[config.mk]
export PLATFORM = sky130hd
export DESIGN_NAME = pwm_breath_ctrl
export DESIGN_NICKNAME = d
export VERILOG_FILES = /design/src/rtl/pwm_pkg.sv /design/src/rtl/pwm_period_tick.sv /design/src/rtl/pwm_breath_ctrl.sv
export SDC_FILE = /design/constraint.sdc
export NUM_CORES = 1
export LEC_CHECK = 0
export CAP_MARGIN = 40
export CORE_MARGIN = 2
export CORE_UTILIZATION = 52
export CTS_CLUSTER_DIAMETER = 60
export CTS_CLUSTER_SIZE = 40
export DETAILED_ROUTE_END_ITERATION = 16
export PLACE_DENSITY = 0.77
export SYNTH_ARGS = -nofsm -noshare
export SYNTH_HDL_FRONTEND = slang
export SYNTH_SLANG_ARGS = --single-unit
[constraint.sdc]
create_clock -name CLK -period 8.4 [get_ports CLK]
set_clock_uncertainty 0.05 [all_clocks]
set_input_delay 1.26 -clock CLK [delete_from_list [all_inputs] [get_ports CLK]]
set_output_delay 1.26 -clock CLK [all_outputs]
set_load 0.02 [all_outputs]
[src/rtl/pwm_pkg.sv]
// Shared definitions for the PWM breathing sequencer.
//   state_e     : FSM state encodings (also exported on the debug 'state' port)
//   MIN_PERIOD  : smallest period the sequencer will program into perip_PWM
//   CNT_W_DEF   : default datapath width for period/duty/counter
package pwm_pkg;

    typedef enum logic [2:0] {
        IDLE    = 3'd0,
        RAMP_UP = 3'd1,
        HOLD_HI = 3'd2,
        RAMP_DN = 3'd3,
        HOLD_LO = 3'd4
    } state_e;

    localparam int unsigned MIN_PERIOD = 2;
    localparam int unsigned CNT_W_DEF  = 32;

endpackage

[src/rtl/pwm_period_tick.sv]
// Period counter that mirrors perip_PWM's own counter.
//   clk_i        : system clock
//   rst_ni       : asynchronous active-low reset
//   clear_i      : hold the counter at 0 for the next cycle (idle / start)
//   freq_nxt_i   : period value that will be in effect next cycle
//   period_end_o : registered pulse, high on the last cycle of each period
module pwm_period_tick
    import pwm_pkg::*;
#(
    parameter int unsigned CNT_W = CNT_W_DEF
) (
    input  logic             clk_i,
    input  logic             rst_ni,
    input  logic             clear_i,
    input  logic [CNT_W-1:0] freq_nxt_i,
    output logic             period_end_o
);

    logic [CNT_W-1:0] cnt_q, cnt_d;
    logic             pe_q, pe_d;

    // The pulse is registered, so it is predicted from next-cycle count and
    // next-cycle period; this keeps it aligned with cnt == period-1 even on
    // the cycle right after a period reload.
    always_comb begin
        cnt_d = (clear_i || pe_q) ? '0 : cnt_q + CNT_W'(1);
        pe_d  = !clear_i && (cnt_d == freq_nxt_i - CNT_W'(1));
    end

    always_ff @(posedge clk_i or negedge rst_ni) begin
        if (!rst_ni) begin
            cnt_q <= '0;
            pe_q  <= 1'b0;
        end else begin
            cnt_q <= cnt_d;
            pe_q  <= pe_d;
        end
    end

    assign period_end_o = pe_q;

endmodule

[src/rtl/pwm_breath_ctrl.sv]
// Breathing-effect sequencer for one perip_PWM channel.
//   CLK, RST_n   : clock, asynchronous active-low reset
//   en           : 1 = run the breathing sequence, 0 = stop with duty 0
//   period_set   : requested PWM period (clamped to at least MIN_PERIOD)
//   step_set     : duty change per period (0 treated as 1)
//   hold_set     : periods to dwell at full and at zero duty
//   FREQ_Cnt_Set : period value to perip_PWM
//   Chn_duty_Set : duty value to perip_PWM
//   period_end   : pulse on the last cycle of each period
//   state        : FSM state code (debug)
//   busy         : high whenever state != IDLE
module pwm_breath_ctrl
    import pwm_pkg::*;
#(
    parameter int unsigned CNT_W  = CNT_W_DEF,
    parameter int unsigned HOLD_W = 16
) (
    input  logic              CLK,
    input  logic              RST_n,
    input  logic              en,
    input  logic [CNT_W-1:0]  period_set,
    input  logic [CNT_W-1:0]  step_set,
    input  logic [HOLD_W-1:0] hold_set,
    output logic [CNT_W-1:0]  FREQ_Cnt_Set,
    output logic [CNT_W-1:0]  Chn_duty_Set,
    output logic              period_end,
    output logic [2:0]        state,
    output logic              busy
);

    localparam logic [CNT_W-1:0] MIN_P = CNT_W'(MIN_PERIOD);
    localparam logic [CNT_W-1:0] ONE   = CNT_W'(1);

    state_e            state_q, state_d;
    logic [CNT_W-1:0]  freq_q, freq_d;
    logic [CNT_W-1:0]  duty_q, duty_d;
    logic [HOLD_W-1:0] hold_q, hold_d;
    logic              busy_q;

    logic [CNT_W-1:0]  eff_period, eff_step;
    logic [CNT_W:0]    sum;
    logic [CNT_W-1:0]  up_duty, dn_duty, raw_duty;
    logic [HOLD_W:0]   hold_inc;
    logic              hold_done;
    logic              pe_w;
    logic              tick_clear;

    pwm_period_tick #(
        .CNT_W(CNT_W)
    ) u_tick (
        .clk_i        (CLK),
        .rst_ni       (RST_n),
        .clear_i      (tick_clear),
        .freq_nxt_i   (freq_d),
        .period_end_o (pe_w)
    );

    // Counter restarts from 0 both while idle and on the start edge.
    assign tick_clear = (state_d == IDLE) || (state_q == IDLE);

    always_comb begin
        eff_period = (period_set < MIN_P) ? MIN_P : period_set;
        eff_step   = (step_set == '0) ? ONE : step_set;
        // One extra bit so a huge step saturates instead of wrapping.
        sum        = {1'b0, duty_q} + {1'b0, eff_step};
        up_duty    = (sum > {1'b0, freq_q}) ? freq_q : sum[CNT_W-1:0];
        dn_duty    = (duty_q > eff_step) ? duty_q - eff_step : '0;
        hold_inc   = {1'b0, hold_q} + (HOLD_W+1)'(1);
        hold_done  = (hold_inc >= {1'b0, hold_set});

        raw_duty = duty_q;
        state_d  = state_q;
        freq_d   = freq_q;
        duty_d   = duty_q;
        hold_d   = hold_q;

        if (!en) begin
            state_d = IDLE;
            duty_d  = '0;
            hold_d  = '0;
        end else if (state_q == IDLE) begin
            state_d = RAMP_UP;
            freq_d  = eff_period;
            duty_d  = '0;
            hold_d  = '0;
        end else if (pe_w) begin
            case (state_q)
                RAMP_UP: raw_duty = up_duty;
                RAMP_DN: raw_duty = dn_duty;
                default: raw_duty = duty_q;
            endcase
            // New period and duty clamp land together on the boundary.
            freq_d = eff_period;
            duty_d = (raw_duty > eff_period) ? eff_period : raw_duty;
            case (state_q)
                RAMP_UP: if (duty_d == eff_period) begin
                    state_d = HOLD_HI;
                    hold_d  = '0;
                end
                HOLD_HI: if (hold_done) begin
                    state_d = RAMP_DN;
                    hold_d  = '0;
                end else begin
                    hold_d  = hold_inc[HOLD_W-1:0];
                end
                RAMP_DN: if (duty_d == '0) begin
                    state_d = HOLD_LO;
                    hold_d  = '0;
                end
                HOLD_LO: if (hold_done) begin
                    state_d = RAMP_UP;
                    hold_d  = '0;
                end else begin
                    hold_d  = hold_inc[HOLD_W-1:0];
                end
                default: state_d = IDLE;
            endcase
        end
    end

    always_ff @(posedge CLK or negedge RST_n) begin
        if (!RST_n) begin
            state_q <= IDLE;
            freq_q  <= '0;
            duty_q  <= '0;
            hold_q  <= '0;
            busy_q  <= 1'b0;
        end else begin
            state_q <= state_d;
            freq_q  <= freq_d;
            duty_q  <= duty_d;
            hold_q  <= hold_d;
            busy_q  <= (state_d != IDLE);
        end
    end

    assign FREQ_Cnt_Set = freq_q;
    assign Chn_duty_Set = duty_q;
    assign period_end   = pe_w;
    assign state        = state_q;
    assign busy         = busy_q;

endmodule

# [Word level (Yosys, flattened, before mapping)]
# Cells that the tools add are included.
[totals] ff_bits=117 input_bits=83
[op_classes] order_cmp=5 reduce_logical=11 n_eq_ne=10 n_addsub=5 n_mux=31
[ops] operator="32-bit two-way mux" count=15
[ops] operator="16-bit two-way mux" count=6
[ops] operator="32-bit == test" count=2
[ops] operator="32-bit > comparator" count=2
[ops] operator="32-bit zero test" count=2
[ops] operator="32-bit one-hot mux with 2 select lines" count=1
[ops] operator="16-bit one-hot mux with 3 select lines" count=1
[ops] operator="32-bit by 32-bit adder with 33-bit output" count=1
[ops] operator="33-bit by 32-bit > comparator with 1-bit output" count=1
[ops] operator="32-bit by 1-bit adder with 32-bit output (second input constant)" count=1
[ops] operator="32-bit by 2-bit less-than comparator with 1-bit output (second input constant)" count=1
[ops] operator="32-bit by 1-bit subtractor with 32-bit output (second input constant)" count=1
[ops] operator="32-bit subtractor" count=1
[ops] operator="3-bit two-way mux" count=7
[ops] operator="16-bit by 1-bit adder with 17-bit output (second input constant)" count=1
[ops] operator="17-bit by 16-bit greater-or-equal comparator with 1-bit output" count=1
[ops] operator="3-bit one-hot mux with 4 select lines" count=1
[ops] operator="4-bit != test (second input constant)" count=2
[ops] operator="3-bit by 2-bit == test with 1-bit output (second input constant)" count=2
[ops] operator="3-bit zero test" count=2
[ops] operator="5-bit by 2-bit != test with 1-bit output (second input constant)" count=1
[ops] operator="4-bit AND reduction" count=1
[ops] operator="3-bit by 1-bit == test with 1-bit output (second input constant)" count=1
[ops] operator="3-bit == test (second input constant)" count=1
[ops] operator="6 further kinds" count=7

# [Logic depth before layout (Yosys ltp)]
# Gate-level depths: netlist (run 1).
[logic_depth] depth_word=23 mapped_depth=40 depth_no_buf=39

# [Cells and area by module]
# Synthesis (run 1) repeated with hierarchy kept, for this count alone.
[unflattened] hier_cells=2141 hier_area_um2=15870.2
[modules_own_cells] module="pwm_breath_ctrl" instances=1 area_each_um2=13012.5 cells_each=1806 seq_area_each_um2=2102.0
[modules_own_cells] module="pwm_period_tick" instances=1 area_each_um2=2857.7 cells_each=335 seq_area_each_um2=825.8

# [Worst setup path before layout (run 1)]
# Ideal clock, no wire load.
[synth_timing] path_kind="input to register" start="input step_set[25]" end="register hold_q[15]" arrival_ps=9456 n_path_buf=2 path_slack_ps=-1228 path_stages=40 cell_sequence="nor4_1 -> nand4_1 -> o21bai_1 -> ha_1 -> inv_1 -> fa_1 -> o21bai_1 -> a21oi_2 -> o211ai_2 -> o21bai_1 -> a21oi_1 -> a221oi_1 -> xnor2_1 -> inv_1 -> ha_1 -> nand3_1 -> nor3_1 -> nand3_1 -> (+4 left out) -> or2_2 -> a31oi_1 -> inv_1 -> ha_1 -> nand3_1 -> nor3_1 -> nand4_1 -> or4_1 -> o21a_1 -> clkbuf_1 -> a221oi_1 -> o32ai_1 -> nor4_1 -> o2111ai_1 -> nor4_1 -> a21bo_2 -> o21ai_4 -> a32o_1"
[synth_between] elab_chain_cells=14 elab_cells_between_ends=19
[synth_lines] item="start, declared" line="pwm_breath_ctrl.sv:22" rtl="input logic [CNT_W-1:0] step_set,"
[synth_lines] item="32-bit zero test" line="pwm_breath_ctrl.sv:63" rtl="eff_step = (step_set == '0) ? ONE : step_set;"
[synth_lines] item="32-bit two-way mux (*)" line="pwm_breath_ctrl.sv:63"
[synth_lines] item="32-bit by 32-bit adder with 33-bit output" line="pwm_breath_ctrl.sv:65" rtl="sum = {1'b0, duty_q} + {1'b0, eff_step};"
[synth_lines] item="33-bit by 32-bit > comparator with 1-bit output" line="pwm_breath_ctrl.sv:66" rtl="up_duty = (sum > {1'b0, freq_q}) ? freq_q : sum[CNT_W-1:0];"
[synth_lines] item="32-bit two-way mux" line="pwm_breath_ctrl.sv:66"
[synth_lines] item="32-bit one-hot mux with 2 select lines (*)" line="pwm_breath_ctrl.sv:87" rtl="case (state_q)"
[synth_lines] item="32-bit two-way mux (*)" line="pwm_breath_ctrl.sv:86" rtl="end else if (pe_w) begin"
[synth_lines] item="32-bit two-way mux (*)" line="pwm_breath_ctrl.sv:81" rtl="end else if (state_q == IDLE) begin"
[synth_lines] item="32-bit two-way mux (*)" line="pwm_breath_ctrl.sv:77" rtl="if (!en) begin"
[synth_lines] item="32-bit > comparator" line="pwm_breath_ctrl.sv:94" rtl="duty_d = (raw_duty > eff_period) ? eff_period : raw_duty;"
[synth_lines] item="32-bit two-way mux (*)" line="pwm_breath_ctrl.sv:94"
[synth_lines] item="32-bit == test or 32-bit zero test (tied branches)" line="pwm_breath_ctrl.sv:96, pwm_breath_ctrl.sv:106"
[synth_lines] item="4-bit != test (no line)"
[synth_lines] item="4-bit AND reduction (no line) (*)"
[synth_lines] item="end signal, assigned" line="pwm_breath_ctrl.sv:132" rtl="hold_q <= hold_d;"
[synth_lines] item="end, declared" line="pwm_breath_ctrl.sv:37" rtl="logic [HOLD_W-1:0] hold_q, hold_d;"
# Every way passes the cells marked *; elsewhere a longest branch is shown, timed or not. The select of a mux whose other input is x is not followed.
# A chain may end at the register's enable or synchronous reset.

# [Final worst setup path (run 1)]
[layout_timing] start="input step_set[15]" end="register hold_q[13]"
# Same word-level chain as after synthesis.

==> impl_metrics.py, run 1 <==
metrics = {
    "placement": {
        "dp.cells": 3064,
        "io_buffer_count": 151,
        "gp_congestion": 1.166,
        "dp_hpwl_um": 62170,
    },
    "layout": {
        "regArea_um2": 2929,
        "nets": 3006,
        "layout-drive-gt1-share": 0.3116,
        "post-route-util": 0.7911,
        "stdcell_count": 3177,
        "multiInputGateArea_um2": 12690,
        "fillerInstances": 2069,
        "syn2layout_area_growth_pct": 49.49,
    },
    "cts": {
        "cts_tree": "built",
        "postCtsHoldBufs": 0,
        "root_buffer": "clkbuf_16",
        "insertion_delay_ns": 0.45,
        "cts_buffer_depth": 2,
        "h-tree-depth": 4,
        "numCtsBuffers": 17,
        "clkSinkCount": 117,
        "clk_pin_slew_worst_paths_ns": 0.07,
    },
    "pwr": {
        "p_leak_nw": 10.71,
        "peakVddDrop_uv": 170.8,
        "power.density_nw_per_um2": 176.4,
    },
    "detailed_routing": {
        "detail-route-antenna-nets": 0,
        "dr.max_layer_used": "met4",
        "vias": 21328,
        "first_pass_iters": 6,
        "wl_met1_um": 28830,
        "wl_per_cell_um": 25.69,
        "postRouteWirelength_um": 81620,
        "wl_met2_um": 34910,
        "drtIter0Drc": 3142,
        "dr_wl_met3_um": 10090,
        "via_per_inst": 6.713,
        "drc_errors": 0,
    },
    "global_routing": {
        "antenna_found_initial": 1,
        "grt_max_degree": 55,
        "grt_usage": 0.4978,
        "first_global_vias": 20504,
        "grt_first_pass_wirelength_um": 117700,
        "grt-ovfl-total": 0,
    },
    "timing": {
        "rsz0062_at_grt": "true",
        "worst_pin_slew_ns": 0.9215,
        "setup-violations-final": 50,
        "layout_setup_ws_ns": -1.300,
        "maxSlewHeadroom": 0.3857,
        "period_share": 1.155,
        "tns_ns": -31.72,
        "whs_ns": 0.5079,
        "hold_violations": 0,
        "min_period_ns": 9.700,
        "fmax_mhz": 103.1,
        "finalMaxSlewViolations": 0,
    },
    "synth": {
        "syn_inst": 2136,
        "async_flop_share": 1.000,
        "ys.flop_type": "dfrtp_1",
        "netlist_area_um2": 15690,
        "yosys_warnings": 0,
        "ys_seq_area_frac": 0.1867,
        "avgSynthCellArea_um2": 7.343,
        "ys_types": 106,
        "synth_edf_count": 0,
        "synth_seq_cells": 117,
        "syn_nets": 2369,
    },
    "status": {
        "status": "finished, violations left",
        "violations": "negative setup slack",
    },
    "floorplanning": {
        "die_w_um": 177.7,
        "rows": 63,
        "core_area_um2": 29640,
        "die_h_um": 177.7,
        "io-pin-count": 152,
        "start_util": 0.5292,
        "dieArea_um2": 31570,
    },
    "setup_path": {
        "arrival_ns": 9.98,
        "critical_path.max_stage_delay_ns": 0.36,
        "worstSetupStartpointType": "input port",
        "worst-path-max-fanout": 7,
        "crit_required_ns": 8.68,
        "cp_common_cell": "buf_4",
        "end_kind": "flip-flop",
        "critical_path_class": "input port to flip-flop",
        "cpMaxStageDelayCell": "ha_1",
    },
    "worst_hold_path": {
        "worstHoldPathType": "flip-flop to flip-flop",
    },
    "job": {
        "maxCapViolCount": 0,
    },
}
[cell families after synthesis]
group,share of synthesized area
adder cells (fa/ha/maj),0.1206
multiplexers,0.01867
flip-flops,0.1867
AND/OR/NAND/NOR,0.2426
buffers and inverters,0.08248
XOR/XNOR,0.06980
AO/OA/AOI/OAI,0.2792
[stage by stage]
stage	worst slack, ns	power (mW)	area [um^2]
after CTS	-0.8686	3.742	22690
final	-1.300	4.136	23450
after global routing	-1.455	4.226	23450
after floorplan	-0.6016	1.752	15870
after global placement	-2.202	2.729	21120
after detailed placement	-2.453	2.757	21150
[repair_timing]
action,CTS,global route
gates cloned,1,1
setup buffers,57,24
endpoints found under the hold margin,0,0
endpoints found under the setup margin,53,53
pin swaps,89,83
gates resized for setup,188,144
[metal layers]
metal  global-route usage  up-vias
met3               0.1129      562
met2               0.7721     1842
li1                     -     9073
met4               0.3736        0
met1               0.6007     9851
met5                    0        -
[cell type report]
class                      instances  share of cell area
multi-input combinational       1698              0.5411
timing repair buffer             735              0.2557
sequential                       117              0.1249
inverter                         204             0.03266
tap                              390             0.02081
clock buffer                      18             0.01873
clock inverter                    14            0.005977
antenna                            1           0.0001067
[cells in the mapped netlist, drive strengths merged, types with 15 or more instances]
cell type    n  area share
clkbuf      75       0.018
o31ai       25       0.013
o21ai      128       0.042
mux2i       21       0.013
or3         15      0.0060
nor2       228       0.056
o21a        28       0.013
buf         43       0.016
or2         21      0.0084
nor2b       26       0.010
nand3       81       0.026
ha         148        0.12
a21oi      159       0.052
xnor2       95       0.053
a31oi       25       0.010
o211ai      36       0.018
a211oi      41       0.022
nor4        51       0.023
inv        202       0.048
nand4       49       0.020
dfrtp      117        0.19
xor2        30       0.017
nand2      156       0.038
and3        21      0.0084
nor3        55       0.018
[sequential cells by signal, summed over array words and instances (netlist names)]
| name | count |
|---|---|
| Chn_duty_Set | 32 |
| u_tick.period_end_o | 1 |
| busy | 1 |
| FREQ_Cnt_Set | 32 |
| state | 3 |
| u_tick.cnt_q | 32 |
| hold_q | 16 |
[path summary, 6_finish.rpt]
check,start,endpoint,slack (ns),depth (start not counted)
setup / recovery,step_set[15],hold_q[13],-1.30,46
hold / removal,u_tick.cnt_q[31],u_tick.cnt_q[31],0.51,2
setup reg to reg,Chn_duty_Set[13],hold_q[13],-0.29,39
hold reg to reg,u_tick.cnt_q[31],u_tick.cnt_q[31],0.51,2
max in group asynchronous,RST_n,FREQ_Cnt_Set[19],6.26,3
min in group asynchronous,RST_n,u_tick.cnt_q[30],0.82,1
[where the power goes]
part | internal (mW) | switching [mW] | total [mW]
sequential | 0.610 | 0.115 | 0.726
combinational | 1.17 | 1.48 | 2.65
clock | 0.424 | 0.338 | 0.761
[cell usage in the layout (no fill, tap or decap), types with 11 or more instances in the layout]
| cell | n |
|---|---|
| o21a_1 | 25 |
| nor3_1 | 48 |
| nor2_1 | 208 |
| clkbuf_16 | 18 |
| a21o_1 | 14 |
| o211ai_1 | 34 |
| a21oi_2 | 24 |
| xnor2_1 | 93 |
| o21ai_1 | 21 |
| nand2b_1 | 13 |
| ha_1 | 137 |
| and3_1 | 20 |
| mux2i_1 | 21 |
| or2_2 | 15 |
| nor2b_1 | 25 |
| o21ai_0 | 91 |
| nand3_1 | 73 |
| inv_1 | 197 |
| a211oi_1 | 28 |
| buf_4 | 557 |
| or3_1 | 15 |
| clkdlybuf4s50_1 | 118 |
| dfrtp_1 | 116 |
| buf_6 | 23 |
| xor2_1 | 30 |
| a31oi_1 | 19 |
| nor4_1 | 36 |
| a21oi_1 | 132 |
| o31ai_1 | 17 |
| nand2_1 | 151 |
| nor2_2 | 11 |
| nand4_1 | 49 |
[critical path, delay by kind of cell]
| kind | cells | cell delay (ns) |
|---|---|---|
| adder cells (fa/ha/maj) | 4 | 1.06 |
| buffers and inverters | 11 | 1.74 |
| AO/OA/AOI/OAI | 16 | 3.09 |
| AND/OR/NAND/NOR | 13 | 2.50 |
| multiplexers | 1 | 0.19 |
| XOR/XNOR | 1 | 0.12 |
(Power assumes the default switching activity.)
==> run 2, diff against run 1 <==
--- a/config.mk
+++ b/config.mk
@@ -7,11 +7,12 @@
 export LEC_CHECK = 0
 export CAP_MARGIN = 40
 export CORE_MARGIN = 2
-export CORE_UTILIZATION = 52
+export CORE_UTILIZATION = 35
+export CTS_BUF_LIST = sky130_fd_sc_hd__clkbuf_4 sky130_fd_sc_hd__clkbuf_8
 export CTS_CLUSTER_DIAMETER = 60
 export CTS_CLUSTER_SIZE = 40
 export DETAILED_ROUTE_END_ITERATION = 16
-export PLACE_DENSITY = 0.77
+export PLACE_DENSITY_LB_ADDON = 0.08
 export SYNTH_ARGS = -nofsm -noshare
 export SYNTH_HDL_FRONTEND = slang
 export SYNTH_SLANG_ARGS = --single-unit
==> run 2 against run 1 <==
Against the previous run:
- the run still ends with negative setup slack left
- largest power group unchanged
- final cell count up 7.7%
- critical path depth is the same
- combinational power barely moved
- setup slack lost 0.0045 ns
- register-to-register slack improved by 0.08 ns
- sequential power down 1%
- sequential share of layout area is 0.24 points lower
- first-iteration DRC count is 45% lower
- total power shrank 3.3%
- flip-flop and latch count unchanged
- fmax about the same
- critical path type unchanged
- utilization fell by 25 points
==> impl_metrics.py, run 2 (synthesis gave the netlist of run 1 again) <==
metrics = {
    "floorplanning": {
        "rows": 77,
        "dieArea_um2": 46520,
        "die_h_um": 215.7,
        "core_area_um2": 44220,
        "die_w_um": 215.7,
        "io-pin-count": 152,
        "start_util": 0.3547,
    },
    "setup_path": {
        "end_kind": "flip-flop",
        "critical_path.max_stage_delay_ns": 0.48,
        "crit_required_ns": 8.74,
        "arrival_ns": 10.04,
        "worstSetupStartpointType": "input port",
        "cpMaxStageDelayCell": "a222oi_1",
        "critical_path_class": "input port to flip-flop",
        "cp_common_cell": "buf_6",
        "worst-path-max-fanout": 7,
    },
    "detailed_routing": {
        "dr_wl_met3_um": 5413,
        "via_per_inst": 5.762,
        "vias": 19723,
        "wl_per_cell_um": 24.42,
        "wl_met2_um": 37650,
        "drc_errors": 0,
        "drtIter0Drc": 1736,
        "postRouteWirelength_um": 83600,
        "dr.max_layer_used": "met4",
        "first_pass_iters": 6,
        "detail-route-antenna-nets": 0,
        "wl_met1_um": 36390,
    },
    "pwr": {
        "power.density_nw_per_um2": 167.3,
        "p_sw_frac": 0.4623,
        "clock_power_share": 0.163,
        "p_switching_mw": 1.849,
        "combPwrFrac": 0.658,
        "p_int_mw": 2.150,
        "power_frac_seq": 0.179,
        "peakVddDrop_uv": 118.3,
        "p_leak_nw": 10.92,
    },
    "layout": {
        "nets": 3050,
        "post-route-util": 0.5406,
        "syn2layout_area_growth_pct": 52.40,
        "mostFrequentLayoutCell": "buf_4",
        "layout-drive-gt1-share": 0.3138,
        "final_cell_mix": "buf_4 (590), nor2_1 (209), inv_1 (197)",
    },
    "global_routing": {
        "first_global_vias": 19445,
        "grt_max_degree": 57,
        "antenna_found_initial": 1,
        "grt_first_pass_wirelength_um": 122600,
        "grt-ovfl-total": 0,
        "grt_usage": 0.3528,
    },
    "timing": {
        "period_share": 1.155,
        "layout_setup_ws_ns": -1.305,
        "maxSlewHeadroom": 0.4209,
        "setup-violations-final": 53,
        "min_period_ns": 9.705,
        "whs_ns": 0.4808,
        "rsz0062_at_grt": "true",
        "fmax_mhz": 103.0,
        "worst_pin_slew_ns": 0.8620,
        "hold_violations": 0,
        "finalMaxSlewViolations": 0,
    },
    "placement": {
        "gp_congestion": 1.016,
        "io_buffer_count": 151,
        "dp_hpwl_um": 68910,
    },
    "cts": {
        "clkSinkCount": 117,
        "insertion_delay_ns": 0.51,
        "cts_tree": "built",
        "h-tree-depth": 4,
        "cts_buffer_depth": 2,
        "clk_pin_slew_worst_paths_ns": 0.09,
        "root_buffer": "clkbuf_8",
        "numCtsBuffers": 17,
    },
    "job": {
        "maxCapViolCount": 0,
    },
    "worst_hold_path": {
        "worstHoldPathType": "flip-flop to flip-flop",
    },
    "status": {
        "violations": "negative setup slack",
        "status": "finished, violations left",
    },
}
## run 2: changes by cell type in the layout (fill, tap and decap cells not counted), moves of 5 or more
cell,delta
buf_4,+33
clkbuf_16,-18
buf_8,+6
a21oi_2,-7
a21oi_1,+5
clkdlybuf4s50_1,+12
clkbuf_8,+16
## run 2: power by group through the flow
| stage | Combinational, mW | Sequential (mW) | Clock (mW) |
|---|---|---|---|
| 2_1_floorplan | 1.03 | 0.724 | 0 |
| 3_3_place_gp | 2.11 | 0.722 | 0 |
| 3_5_place_dp | 2.10 | 0.722 | 0 |
| 4_1_cts | 2.40 | 0.712 | 0.659 |
| 5_1_grt | 2.76 | 0.719 | 0.681 |
| 6_report | 2.63 | 0.716 | 0.653 |
## run 2: final cells by class
| class | instances | area [um^2] |
|---|---|---|
| Antenna cell | 1 | 2.502 |
| Clock buffer | 17 | 234.0 |
| Clock inverter | 15 | 231.5 |
| Fill cell | 4288 | 20320 |
| Inverter | 204 | 765.7 |
| Multi-Input combinational cell | 1698 | 12540 |
| Sequential cell | 117 | 2929 |
| Tap cell | 592 | 740.7 |
| Timing Repair Buffer | 779 | 6456 |
## run 2: routing by layer
metal	global-route usage	vias up
met5	0	-
met4	0.1526	0
met3	0.03270	177
met2	0.5672	863
met1	0.4818	9525
li1	-	9158
## run 2: per-stage QoR
step                std cells  worst slack, ns  area, um^2  total power [mW]  setup TNS, ns
floorplan                2136          -0.6016       15870             1.752         -11.29
global placement         3311           -3.036       21740             2.832        -121.81
detailed placement       3313           -3.219       21770             2.826        -131.51
CTS                      3389           -1.178       23240             3.775         -30.27
global route             3422           -1.553       23900             4.159         -47.08
finish                   3423           -1.305       23900             3.999         -35.67
## run 2: final timing paths
check | startpoint | slack, ns | endpoint | cells past startpoint
max in group asynchronous | RST_n | 6.75 | Chn_duty_Set[28] | 2
worst max register to register | Chn_duty_Set[10] | -0.21 | hold_q[8] | 41
min in group asynchronous | RST_n | 0.54 | u_tick.cnt_q[0] | 1
worst min-delay path | u_tick.cnt_q[0] | 0.48 | u_tick.cnt_q[0] | 1
worst max-delay path | step_set[5] | -1.30 | hold_q[8] | 46
worst min register to register | u_tick.cnt_q[0] | 0.48 | u_tick.cnt_q[0] | 1
## run 2: what timing repair did
action                     CTS  global route
pin swaps                   90            88
setup endpoints to repair   53            53
cloned                       3             0
buffers inserted            43            34
hold buffers                 0             0
hold endpoints to repair     0             0
resized for setup          190            88
## run 2: worst max-delay path: cells and delay by family
kind                       cells  cell delay, ns
AOI/OAI and AO/OA             19            3.51
and+or+nand+nor                9            2.04
buffers and inverters         13            2.01
adders and majority gates      4            1.00
xor gates and xnor gates       1            0.17
